**src/rtl/dffsr_test_sequencer.sv**
```systemverilog
// dffsr_test_sequencer
//   Self-test controller for a D flip-flop with async set/reset. Walks an
//   8-bit LFSR vector stream into the cell (slow clock, data, set, reset),
//   samples q/notq once per vector and compares against a reference model.
//
// Ports
//   clk, reset        system clock, synchronous active-high reset
//   start             single-cycle run request (honoured only when idle)
//   dut_clk/data/set/reset  stimulus to the cell under test
//   dut_q, dut_notq   cell outputs, sampled only in CHECK
//   busy              run in progress (CLEAR through the last CHECK)
//   done              run complete, sticky until next start or reset
//   pass              done and no mismatches
//   err_count         mismatch count, saturates at 255
//   vec_index         index of the vector currently applied
//   first_fail        (vec_index + 1) of the first mismatch, 0 if none
//
// Build option
//   DFFSR_SEQ_FIRST_FAIL_EN  builds the first_fail capture register;
//                            without it first_fail is tied to 0.
module dffsr_test_sequencer #(
  parameter int         NUM_VECTORS   = 64,
  parameter logic [7:0] LFSR_SEED     = 8'hA5,
  parameter int         SETTLE_CYCLES = 1
) (
  input  logic       clk,
  input  logic       reset,
  input  logic       start,
  output logic       dut_clk,
  output logic       dut_data,
  output logic       dut_set,
  output logic       dut_reset,
  input  logic       dut_q,
  input  logic       dut_notq,
  output logic       busy,
  output logic       done,
  output logic       pass,
  output logic [7:0] err_count,
  output logic [9:0] vec_index,
  output logic [9:0] first_fail
);

  // An all-zero LFSR would lock up, so a zero seed is replaced.
  localparam logic [7:0] SEED        = (LFSR_SEED == 8'h00) ? 8'h01 : LFSR_SEED;
  localparam logic [9:0] LAST        = 10'(NUM_VECTORS - 1);
  localparam logic [3:0] SETTLE_LAST = 4'(SETTLE_CYCLES - 1);

  typedef enum logic [2:0] {
    S_IDLE, S_CLEAR, S_DRIVE, S_RISE, S_SETTLE, S_CHECK, S_DONE
  } state_t;

  state_t     state, next_state;
  logic [3:0] cnt;
  logic [7:0] lfsr;
  logic       exp_q;

  // Vector decode; reset has priority so set and reset are never both high.
  logic v_reset, v_set, v_data, mismatch;
  assign v_reset  = lfsr[3] & lfsr[4];
  assign v_set    = lfsr[1] & lfsr[2] & ~v_reset;
  assign v_data   = lfsr[0];
  assign mismatch = (dut_q != exp_q) || (dut_notq != ~exp_q);

  // State register
  always_ff @(posedge clk) begin
    if (reset) state <= S_IDLE;
    else       state <= next_state;
  end

  // Next-state logic
  always_comb begin
    next_state = state;
    case (state)
      S_IDLE:   if (start) next_state = S_CLEAR;
      S_CLEAR:  if (cnt == 4'd1) next_state = S_DRIVE;
      S_DRIVE:  next_state = S_RISE;
      S_RISE:   next_state = S_SETTLE;
      S_SETTLE: if (cnt == SETTLE_LAST) next_state = S_CHECK;
      S_CHECK:  next_state = (vec_index == LAST) ? S_DONE : S_DRIVE;
      S_DONE:   next_state = S_IDLE;
      default:  next_state = S_IDLE;
    endcase
  end

  // Outputs to the cell; the vector is held from DRIVE through CHECK since
  // the LFSR only advances on the CHECK edge.
  always_comb begin
    busy      = 1'b0;
    dut_clk   = 1'b0;
    dut_data  = 1'b0;
    dut_set   = 1'b0;
    dut_reset = 1'b0;
    case (state)
      S_CLEAR: begin
        busy      = 1'b1;
        dut_reset = 1'b1;
      end
      S_DRIVE, S_RISE, S_SETTLE, S_CHECK: begin
        busy      = 1'b1;
        dut_clk   = (state == S_RISE) || (state == S_SETTLE);
        dut_data  = v_data;
        dut_set   = v_set;
        dut_reset = v_reset;
      end
      default: ;
    endcase
  end

  assign pass = done && (err_count == 8'd0);

  // Dwell counter for CLEAR and SETTLE; zeroed on every state change.
  always_ff @(posedge clk) begin
    if (reset)                    cnt <= 4'd0;
    else if (next_state != state) cnt <= 4'd0;
    else if (state == S_CLEAR || state == S_SETTLE) cnt <= cnt + 4'd1;
  end

  // Datapath: LFSR, reference model, counters, sticky done.
  always_ff @(posedge clk) begin
    if (reset) begin
      lfsr      <= SEED;
      exp_q     <= 1'b0;
      err_count <= 8'd0;
      vec_index <= 10'd0;
      done      <= 1'b0;
    end else begin
      case (state)
        S_IDLE: if (start) begin
          lfsr      <= SEED;
          err_count <= 8'd0;
          vec_index <= 10'd0;
          done      <= 1'b0;
        end
        S_CLEAR: exp_q <= 1'b0;
        // Async controls take effect while dut_clk is still low.
        S_DRIVE: begin
          if (v_reset)    exp_q <= 1'b0;
          else if (v_set) exp_q <= 1'b1;
        end
        S_RISE: if (!v_reset && !v_set) exp_q <= v_data;
        S_CHECK: begin
          if (mismatch && err_count != 8'hFF) err_count <= err_count + 8'd1;
          // Fibonacci taps 8,6,5,4
          lfsr <= {lfsr[6:0], lfsr[7] ^ lfsr[5] ^ lfsr[4] ^ lfsr[3]};
          if (vec_index == LAST) done <= 1'b1;
          else                   vec_index <= vec_index + 10'd1;
        end
        default: ;
      endcase
    end
  end

`ifdef DFFSR_SEQ_FIRST_FAIL_EN
  logic [9:0] ff_q;
  always_ff @(posedge clk) begin
    if (reset)                               ff_q <= 10'd0;
    else if (state == S_IDLE && start)       ff_q <= 10'd0;
    else if (state == S_CHECK && mismatch && ff_q == 10'd0)
      ff_q <= vec_index + 10'd1;
  end
  assign first_fail = ff_q;
`else
  assign first_fail = 10'd0;
`endif

endmodule

```
**config.mk**
```make
export PLATFORM = sky130hd
export DESIGN_NAME = dffsr_test_sequencer
export DESIGN_NICKNAME = d
export VERILOG_FILES = /design/src/rtl/dffsr_test_sequencer.sv
export SDC_FILE = /design/constraint.sdc
export NUM_CORES = 1
export LEC_CHECK = 0
export ABC_AREA = 1
export CAP_MARGIN = 5
export CORE_UTILIZATION = 50
export CTS_CLUSTER_SIZE = 14
export DETAILED_ROUTE_END_ITERATION = 7
export PLACE_DENSITY = 0.77
export SYNTH_ARGS = -nofsm -noshare
export SYNTH_HDL_FRONTEND = slang
export SYNTH_SLANG_ARGS = --single-unit
```
**constraint.sdc**
```tcl
create_clock -name clk -period 2.9 [get_ports clk]
set_clock_uncertainty 0.05 [all_clocks]
set_input_delay 0.435 -clock clk [delete_from_list [all_inputs] [get_ports clk]]
set_output_delay 0.435 -clock clk [all_outputs]
set_load 0.01 [all_outputs]
```
Word level (Yosys, flattened, before mapping)
Index checks and enable logic that the tools add are counted.

Flip-flop bits (word level): 35. Bits in latches: 0. RAM bits: 0. Memory bits (read-only): 0. Input bits: 5. Output and inout port bits: 35. Memories: 0.

Add/sub/neg operators: 3. $mul: 0. Div/mod/pow operators: 0. $lt $le $gt $ge: 0. Equal/unequal tests: 17. Shift-type cells: 0. Multiplexer cells: 25. Bitwise gates (word level): 8. Reduce and logical (&&, ||, !) cells: 21.

Operators with widths (count): $pmux 8 s2 (2); $mux 8 (3); $mux 10 (2); $pmux 10 s2 (1); $pmux 3 s6 (1); $mux 3 (4); $reduce_and 3->1 (4); $add 10x1->10 const B (1); $eq 10x6->1 const B (1); $mux 1 (9); $add 8x1->8 const B (1); $logic_not 8->1 (1); $ne 2x2->1 const B (4); $ne 8x8->1 const B (1); $eq 3x2->1 const B (2); $eq 3x3->1 const B (2); $reduce_or 5->1 (1); $add 4x1->4 const B (1); $eq 4x1->1 const B (1); $logic_not 4->1 (1); $pmux 1 s2 (2); $reduce_or 4->1 (1); $and 1x1->1 (3); $eq 3x1->1 const B (1); 15 further kinds (24).

Logic depth before layout (Yosys ltp)
Depth in word-level cells: 7. Depth in mapped cells: 10. Mapped depth without buffers: 10.

Worst setup path before layout
No wires, ideal clock.

Path type: flip-flop to output port. Start: register state[1]. End: output port dut_reset. Data arrival time: 1.207 ns. Slack: 1.208 ns. Stages on the path, launching flop included: 7. Path buffers: 0. Path through: dfxtp_1 inv_1 nor2_1 nand2_1 nand2_1 nor2_1 o21ai_0.

Cells in the longest elaborated chain, start to end: 3. Elaborated cells on any way between the ends: 7. Those cells by class: 5 x eq/ne; 1 x mux; 1 x reduce/logical.

RTL lines: start: declaration (line 52) `state_t state, next_state;`; start signal: assignment (line 67) `else state <= next_state;`; $eq 3x2->1 / $eq 3x3->1 (equally long branches) (line 93) `case (state)`; $reduce_or 4->1 (line 93); $pmux 1 s2 (*) (line 93); end: declaration (line 32) `output logic dut_reset,`.

Mark *: on every way between the ends. The rest lies on a longest branch, timed or not.

Worst setup path in the final report
Same ends and word-level chain as after synthesis.

==> results.ini <==
[outcome]
outcome = finished clean

[yosys]
netlist_instances = 321
yosys.area.top_type_share_pct = 33.18
synth_area_leader_cell = dfxtp_1
ys_top_cells_by_area = dfxtp_1, nand2_1, inv_1
ys.flop_type = dfxtp_1
synth_edf_count = 0
ys_ff_latch = 35
avgSynthCellArea_um2 = 6.580
synth_cell_types = 34
yosysMostFrequentCell = nand2_1
netlist_top_cells_count = nand2_1, inv_1, dfxtp_1, nor2_1, nand3_1
synth-async-reset-ratio_pct = 0
ys_seq_area_share_pct = 33.18
synth_area_um2 = 2112
yosys_warnings = 0

[worst_hold_path]
hold_path.class = flip-flop to flip-flop

[clock_network]
ctsHoldBuffers = 0
root_buffer = clkbuf_8
clock_latency_ns = 0.29
cts_tree = yes
clock-sinks = 35
post-cts-setup-buffer-count = 0
ctsResizeCount = 0
cts_max_level = 2
cts_buffer_depth = 2
cts-buffers-inserted = 5
clk_transition_reported_paths_ns = 0.07

[setup_path]
ff2ff_setup_slack_ns = 1.19
slowest_delay_ns = 0.56
cp_max_fo = 4
worstSetupPathType = flip-flop to output port
startpoint_type = flip-flop
crit_chain = inv_1 > nor2_1 > nand2_1 > nand2_1 > nor2_1 > o21ai_0 > clkdlybuf4s50_1
cp.required_ns = 2.41
crit_family = buffers and inverters
slowest_stage = clkdlybuf4s50_1
crit_path_end_kind = output port
cp.arrival_ns = 2.04
critPathBufInv = 2

[route]
wire_per_inst_um = 11.33
drt-vias-per-instance = 5.032
via_count = 2028
drt_wl_total_mm = 4.564
ant_nets = 0
dr.pass1.iters = 4
drc = 0
initialDrtViolationCount = 167

[floorplanning]
start_util_pct = 52.42
chipWidth_um = 66.99
coreArea_um2 = 4029
io_pins = 40
design.die.area_um2 = 4488
die_h_um = 66.99
num_rows = 23

[timing]
min_period_over_period_pct = 87.21
tns_ns = 0
finalHoldViolations = 0
hold_slack_ns = 0.4170
layout_min_cycle_time_ns = 2.529
max_freq_mhz = 395.4
setup_viol = 0
final_max_slew_viol_count = 0
rsz0062_at_grt = false

[finish]
final_net_count = 363
utilization_pct = 62.95
drive_above_1_share_pct = 7.082
n_antenna_cell = 0
syn_to_final_growth_pct = 20.08

[job]
max_cap_violations = 0

[global_routing]
grt_antenna_before_repair = 0
grt_pass1_wl_mm = 7.797
grt_use_total_pct = 23.13
grt_max_degree = 20
overflow = 0
grt_pass1_vias = 1721

[pwr]
peakVddDrop_mv = 0.3547
power_density_nw_per_um2 = 473.3
p_leak_uw = 0.001068

[place]
routabilityCongestion = 0.8690
dp_hpwl_mm = 3.221
portBuffers = 29

## power by group
group          internal [µW]  switching [µW]
clock network            344             179
registers                492            11.5
logic                   60.1             114
total                    896             305
## final timing paths
check	depth (start not counted)	end	startpoint
setup / recovery	7	dut_reset	state[1]
hold / removal	2	lfsr[1]	lfsr[0]
setup reg to reg	9	err_count[5]	err_count[0]
hold reg to reg	2	lfsr[1]	lfsr[0]
## registers in the layout, summed over array words and instances, names as in the netlist
signal	cells
state	3
exp_q	1
vec_index	10
done	1
lfsr	8
err_count	8
cnt	4
## stage by stage
step / instances / setup slack (ns) / total power (µW) / instance area, µm²
floorplan: 330 / 1.208 / 643.9 / 2146
global placement: 395 / 0.7749 / 684.6 / 2404
detailed placement: 395 / 0.7416 / 685.5 / 2404
CTS: 403 / 0.3919 / 1212 / 2536
global route: 403 / 0.2502 / 1257 / 2536
finish: 403 / 0.3708 / 1200 / 2536
## metal layers
layer / wire (µm) / GRT usage, % / vias to the layer above
met1: 2288 / 31.95 / 889
met4: 28 / 7.447 / 0
met5: 0 / 0 / -
li1: - / - / 1073
met2: 1968 / 35.10 / 63
met3: 278 / 5.308 / 3
## kinds of logic (layout without fill, tap and decap cells)
family | Yosys count | count (layout) | share of synthesized area, %
flops | 35 | 35 | 33.18
xor+xnor | 6 | 6 | 2.489
fa+ha+maj | 6 | 6 | 3.554
other cells | 1 | 10 | 0.1776
compound gates | 44 | 44 | 11.49
buf+inv | 55 | 78 | 11.97
simple gates | 174 | 174 | 37.14
## tightest hold or removal path: stages, from the launching register on
cell,delay [ns]
dfxtp_1,0.31
nand2_1,0.06
a21oi_1,0.06
## cells in the final DEF (no fill, tap or decap), drive strengths merged
cell / instances
or2: 2
nor4: 1
o22ai: 4
o21bai: 1
o211ai: 2
xnor2: 3
nor2: 38
xor2: 3
a21oi: 21
clkdlybuf4s50: 29
nand4: 5
inv: 39
bufinv: 2
nand3: 26
buf: 1
o21ai: 12
a31oi: 3
nand2: 95
clkinv: 1
a21o: 1
dfxtp: 35
and2: 1
conb: 10
nor3: 6
clkbuf: 6
ha: 6
## final cells by class
class | count | area [µm²]
well taps | 50 | 62.56
inverters | 40 | 150.1
clock inverters | 2 | 60.06
multi-input cells | 240 | 1192
flip-flops and latches | 35 | 700.7
repair buffers | 30 | 297.8
clock buffers | 6 | 72.57
fillers | 385 | 1493
Power figures use the tool's default switching activity.
